**src/rtl/vga_timing_gen.sv**
```systemverilog
// VGA raster timing generator: pixel/line counters with registered sync, display-enable,
// active-region coordinates and line/frame start strobes, all advancing on ce.
module vga_timing_gen #(
    parameter int H_ACTIVE = 640,
    parameter int H_FP     = 16,
    parameter int H_SYNC   = 96,
    parameter int H_BP     = 48,
    parameter int V_ACTIVE = 480,
    parameter int V_FP     = 10,
    parameter int V_SYNC   = 2,
    parameter int V_BP     = 29,
    parameter bit HS_POL   = 1'b0,
    parameter bit VS_POL   = 1'b0,
    parameter int CW       = 10
) (
    input  logic          dclk,
    input  logic          clr,
    input  logic          ce,
    output logic          hsync,
    output logic          vsync,
    output logic          de,
    output logic [CW-1:0] x,
    output logic [CW-1:0] y,
    output logic          line_start,
    output logic          frame_start
);

    localparam int H_TOTAL = H_SYNC + H_BP + H_ACTIVE + H_FP;
    localparam int V_TOTAL = V_SYNC + V_BP + V_ACTIVE + V_FP;
    localparam int H_AS    = H_SYNC + H_BP;
    localparam int H_AE    = H_AS + H_ACTIVE;
    localparam int V_AS    = V_SYNC + V_BP;
    localparam int V_AE    = V_AS + V_ACTIVE;

    localparam logic [CW-1:0] H_LAST = CW'(H_TOTAL - 1);
    localparam logic [CW-1:0] V_LAST = CW'(V_TOTAL - 1);

    if ((H_TOTAL - 1) >= (2 ** CW) || (V_TOTAL - 1) >= (2 ** CW)) begin : g_cw_check
        $error("vga_timing_gen: CW too narrow for H_TOTAL/V_TOTAL");
    end

    logic [CW-1:0] hc, vc;
    logic [CW-1:0] hc_n, vc_n, x_n, y_n;
    logic          h_wrap, v_wrap, h_act_n, v_act_n;

    // Outputs decode the counter values being loaded on this edge, so they never lag hc/vc.
    always_comb begin
        h_wrap  = (hc == H_LAST);
        v_wrap  = (vc == V_LAST);
        hc_n    = h_wrap ? '0 : hc + 1'b1;
        vc_n    = vc;
        if (h_wrap) begin
            vc_n = v_wrap ? '0 : vc + 1'b1;
        end
        h_act_n = (int'(hc_n) >= H_AS) && (int'(hc_n) < H_AE);
        v_act_n = (int'(vc_n) >= V_AS) && (int'(vc_n) < V_AE);
        x_n     = h_act_n ? CW'(int'(hc_n) - H_AS) : '0;
        y_n     = v_act_n ? CW'(int'(vc_n) - V_AS) : '0;
    end

    always_ff @(posedge dclk) begin
        if (clr) begin
            hc          <= '0;
            vc          <= '0;
            hsync       <= HS_POL;
            vsync       <= VS_POL;
            de          <= 1'b0;
            x           <= '0;
            y           <= '0;
            line_start  <= 1'b0;
            frame_start <= 1'b0;
        end else if (ce) begin
            hc          <= hc_n;
            vc          <= vc_n;
            hsync       <= (int'(hc_n) < H_SYNC) ? HS_POL : ~HS_POL;
            vsync       <= (int'(vc_n) < V_SYNC) ? VS_POL : ~VS_POL;
            de          <= h_act_n & v_act_n;
            x           <= x_n;
            y           <= y_n;
            line_start  <= h_wrap;
            frame_start <= h_wrap & v_wrap;
        end else begin
            // Strobes are one dclk wide even when ce is sparse.
            line_start  <= 1'b0;
            frame_start <= 1'b0;
        end
    end

endmodule
```
**config.mk**
```make
export PLATFORM = sky130hd
export DESIGN_NAME = vga_timing_gen
export DESIGN_NICKNAME = d
export VERILOG_FILES = /design/src/rtl/vga_timing_gen.sv
export SDC_FILE = /design/constraint.sdc
export NUM_CORES = 1
export LEC_CHECK = 0
export CAP_MARGIN = 25
export CORE_MARGIN = 5
export CORE_UTILIZATION = 55
export DETAILED_ROUTE_END_ITERATION = 8
export DONT_BUFFER_PORTS = 1
export GPL_TIMING_DRIVEN = 0
export HOLD_SLACK_MARGIN = 0.05
export PLACE_DENSITY = 0.7
export SYNTH_ARGS = -nofsm -noshare
export SYNTH_HDL_FRONTEND = slang
export SYNTH_SLANG_ARGS = --single-unit
```
**constraint.sdc**
```tcl
create_clock -name dclk -period 6.1 [get_ports dclk]
set_clock_uncertainty 0.15 [all_clocks]
set_input_delay 0.915 -clock dclk [delete_from_list [all_inputs] [get_ports dclk]]
set_output_delay 0.915 -clock dclk [all_outputs]
set_load 0.02 [all_outputs]
```
==> results.rst <==
.. list-table::
   :header-rows: 1

   * - Metric
     - Value
   * - Status
     - completed
   * - Number of cells traversed by the worst register-to-register path
     - 9
   * - Slew margin rel.
     - approximately two fifths
   * - Yosys warnings
     - 0
   * - Synth Flop Type
     - sky130_fd_sc_hd__dfxtp_1
   * - Delay of the slowest cell on the worst path
     - slightly below 900 ps
   * - Final Net Count
     - around 330
   * - Time the final worst path needs with I/O delays and setup
     - between 4000 and 5000 ps
   * - First-pass GRT wire length
     - between 10000 and 15000 µm
   * - Area of the placeable core
     - between 4000 and 5000 µm²
   * - Cell leakage power
     - between 0.9 and 1 nW
   * - Launch point of the worst hold path
     - vc[9]
   * - Endpoint kind of the worst setup timing path
     - flip-flop
   * - Longest Clk Path Bufs
     - 2
   * - Cell accounting for the most synthesized area
     - sky130_fd_sc_hd__dfxtp_1
   * - DRT iter0 DRCs
     - 195
   * - Min-Delay Endpoint
     - vc[9]
   * - Number of port buffers
     - 0
   * - CP max-delay cell
     - sky130_fd_sc_hd__nor4_2
   * - Number of detailed-route iterations in the first pass
     - 4
   * - Final global-route overflow total
     - 0
   * - Leading post-synthesis cells by cell area
     - sky130_fd_sc_hd__dfxtp_1, sky130_fd_sc_hd__xnor2_1, sky130_fd_sc_hd__nor2_1
   * - Count of final hold-check violations
     - 0
   * - Fin. max-slew vios
     - 0
   * - Share of post-route cells with drive strength above 1
     - 9.82%
   * - Antenna diode count
     - 0
   * - RSZ-0062 raised after global routing
     - no
   * - Vias
     - between 2000 and 2500
   * - Number of routed nets with antenna violations
     - 0
   * - Core Rows
     - 25
   * - Number of flops mapped to enable cells by yosys
     - 0
   * - Transition time at the pin with the least slew margin
     - ~890 ps
   * - Relative area change from synthesis to final layout
     - 7.21%
   * - Arrival time of data at the critical path endpoint
     - about 4200 ps
   * - Startpoint of the worst register-to-register path
     - hc[0]
   * - Highest fanout seen on the critical path
     - 8
   * - Number of placed instances with taps included
     - roughly 370
   * - Die extent in x
     - between 70 and 80 µm
   * - Mean number of vias per cell
     - between 5 and 6
   * - Post-CTS Repair Setup Buffers
     - 0
   * - Share of the clock period used by the worst path after layout
     - around two thirds
   * - GPL Wtd Cong
     - 0.937
   * - Register-to-register setup slack
     - approximately 2000 ps
   * - DP Wirelength
     - ~4600 µm
   * - Fin cells
     - 380
   * - Post-synthesis cell area
     - 2600 µm²
   * - Syn Area/Cell
     - around 8.2 µm²
   * - Worst slack at placement
     - 2110 ps
   * - Root Buffer
     - sky130_fd_sc_hd__clkbuf_8
   * - Setup crit start kind
     - flip-flop
   * - Overall track demand over capacity in global routing
     - between 20% and 30%
   * - Final setup vio count
     - 0
   * - Resize count post-CTS
     - 0
   * - Clock latency on the worst-skew pair
     - around 310 ps
   * - Critical path start-end classification
     - reg2reg
   * - Number of antenna violations at the first check in global routing
     - 0
   * - Post-synthesis net count
     - approximately 330
   * - Number of maximum-capacitance violations
     - 0
   * - Critical Path RT
     - ~6000 ps
   * - Portion of synthesized cell area occupied by the leading cell type
     - ~35%
   * - Reg-to-reg endpoint
     - y[8]
   * - Pin count of the biggest net entering global routing
     - 15
   * - Post-route worst setup slack
     - ~2000 ps
   * - Share of synthesized area occupied by flip-flops and latches
     - 34.6%
   * - I/O pin total
     - 28
   * - Most instantiated cells after synthesis
     - sky130_fd_sc_hd__dfxtp_1, sky130_fd_sc_hd__nor2_1, sky130_fd_sc_hd__nand2_1, sky130_fd_sc_hd__xnor2_1
   * - Initial core utilization
     - a little under three fifths
   * - Total of flip-flops plus latches after synthesis
     - between 40 and 50
   * - Final total negative setup slack
     - 0 ps
   * - Clock transition at the register clock pins on the worst setup and hold paths after CTS
     - ~90 ps
   * - # H-tree levels
     - 2
   * - Synthesized netlist cell count
     - ~320
   * - Maximum frequency from static timing analysis
     - 242 MHz
   * - Peak supply drop
     - about 0.1 mV
   * - Total DRC errors in the routed layout
     - 0
   * - CTS tree
     - built
   * - Cell with the most instances after synthesis
     - sky130_fd_sc_hd__dfxtp_1
   * - Vias in the first global route
     - 2032
   * - Detailed-route wire length per cell
     - about 17 µm
   * - Count of unique library cells instantiated by Yosys
     - 55
   * - Post-place instance area
     - between 2000 and 3000 µm²
   * - Post-route cell area
     - between 2000 and 3000 µm²
   * - Die Footprint
     - just over 6000 µm²
   * - CTS Buf Count
     - 5
   * - Hold-fix buffer count after cts
     - 0
   * - Filler cell count
     - between 400 and 500
   * - Clock sink count
     - between 40 and 50
   * - Total power divided by cell area
     - around 210 nW/µm²
   * - Cells traversed along the worst timing path
     - ha_1 > nand4_1 > nor4_2 > mux2i_1 > a2bb2oi_1 > nor2_1 > or4b_1 > buf_4 > o41ai_2
   * - Worst Hold Depth
     - 2
   * - Routed WL
     - roughly 6300 µm
   * - Die boundary height
     - a little under 80 µm
   * - Type of the most critical hold path
     - reg2reg
   * - Proportion of synthesized flip-flops having asynchronous set or reset
     - 0%
## state kept, by name (all words and copies together) (netlist names)
| name | cells |
|---|---|
| vc | 10 |
| hc | 10 |
| y | 10 |
| vsync | 1 |
| line_start | 1 |
| frame_start | 1 |
| x | 10 |
| de | 1 |
| hsync | 1 |
## power breakdown
| group | internal (mW) | switching (mW) |
|---|---|---|
| clock network | 0.133 | 0.106 |
| logic | 0.0143 | 0.0281 |
| registers | 0.300 | 0.0108 |
## logic make-up after synthesis
logic type               after synthesis  synth area share [%]
AND/OR/NAND/NOR                      134                  27.7
flip-flops                            45                  34.6
multiplexers                           2                 0.770
XOR/XNOR                              30                  10.1
AO/OA/AOI/OAI                         67                  17.9
buffers and inverters                 34                  5.96
adder cells (fa/ha/maj)                6                  2.89
## critical path, delay by kind of cell, from the launching register on
kind	cells	cell delay (ps)
mux	1	440
simple gates	4	1800
flops	1	470
fa+ha+maj	1	320
compound gates	2	660
buf+inv	1	170
## metal layers
| metal | up-vias | global-route usage [%] | share of wire [%] |
|---|---|---|---|
| li1 | 1151 | - | - |
| met1 | 1051 | 29.7 | 49 |
| met2 | 69 | 31.7 | 43 |
| met3 | 5 | 5.44 | 7.1 |
| met4 | 0 | 6.99 | 1.0 |
| met5 | - | 0 | 0 |
## placed cells by master, fill, tap and decap left out, types with 7 or more instances in the layout
cell type and instances:
sky130_fd_sc_hd__nand4_1 9, sky130_fd_sc_hd__nor4_1 8, sky130_fd_sc_hd__a21oi_1 13, sky130_fd_sc_hd__nor2_1 35
sky130_fd_sc_hd__xnor2_1 18, sky130_fd_sc_hd__nand3_1 13, sky130_fd_sc_hd__inv_1 11, sky130_fd_sc_hd__nor3_1 11
sky130_fd_sc_hd__clkbuf_1 9, sky130_fd_sc_hd__buf_2 10, sky130_fd_sc_hd__o21ai_0 12, sky130_fd_sc_hd__nand2_1 28
sky130_fd_sc_hd__dfxtp_1 45, sky130_fd_sc_hd__a211oi_1 7, sky130_fd_sc_hd__xor2_1 12
## how the worst max path moves through the flow
stage / from / to / cells after the start / slack [ps]
final: hc[0] / y[8] / 9 / 1970
after floorplan: hc[0] / y[8] / 13 / 2670
after global placement: hc[0] / y[8] / 9 / 2090
after global routing: hc[0] / y[8] / 9 / 1640
after CTS: hc[0] / y[8] / 9 / 2060
after detailed placement: hc[0] / y[8] / 9 / 2110
## final cells by class
cell class | instances | area, µm² | area share, %
Buffer | 23 | 114 | 4.08
Tap cell | 54 | 67.6 | 2.42
Inverter | 11 | 41.3 | 1.48
Multi-Input combinational cell | 239 | 1550 | 55.4
Clock buffer | 6 | 82.6 | 2.96
Sequential cell | 45 | 901 | 32.3
Clock inverter | 2 | 37.5 | 1.35
## metrics by stage
step	hold WS [ps]	utilization, %	power, mW
detailed placement	372	57.3	0.359
global route	426	59.8	0.614
CTS	385	59.8	0.597
global placement	364	57.3	0.358
finish	392	59.8	0.592
floorplan	341	-	0.347
(Power assumes the default switching activity.)
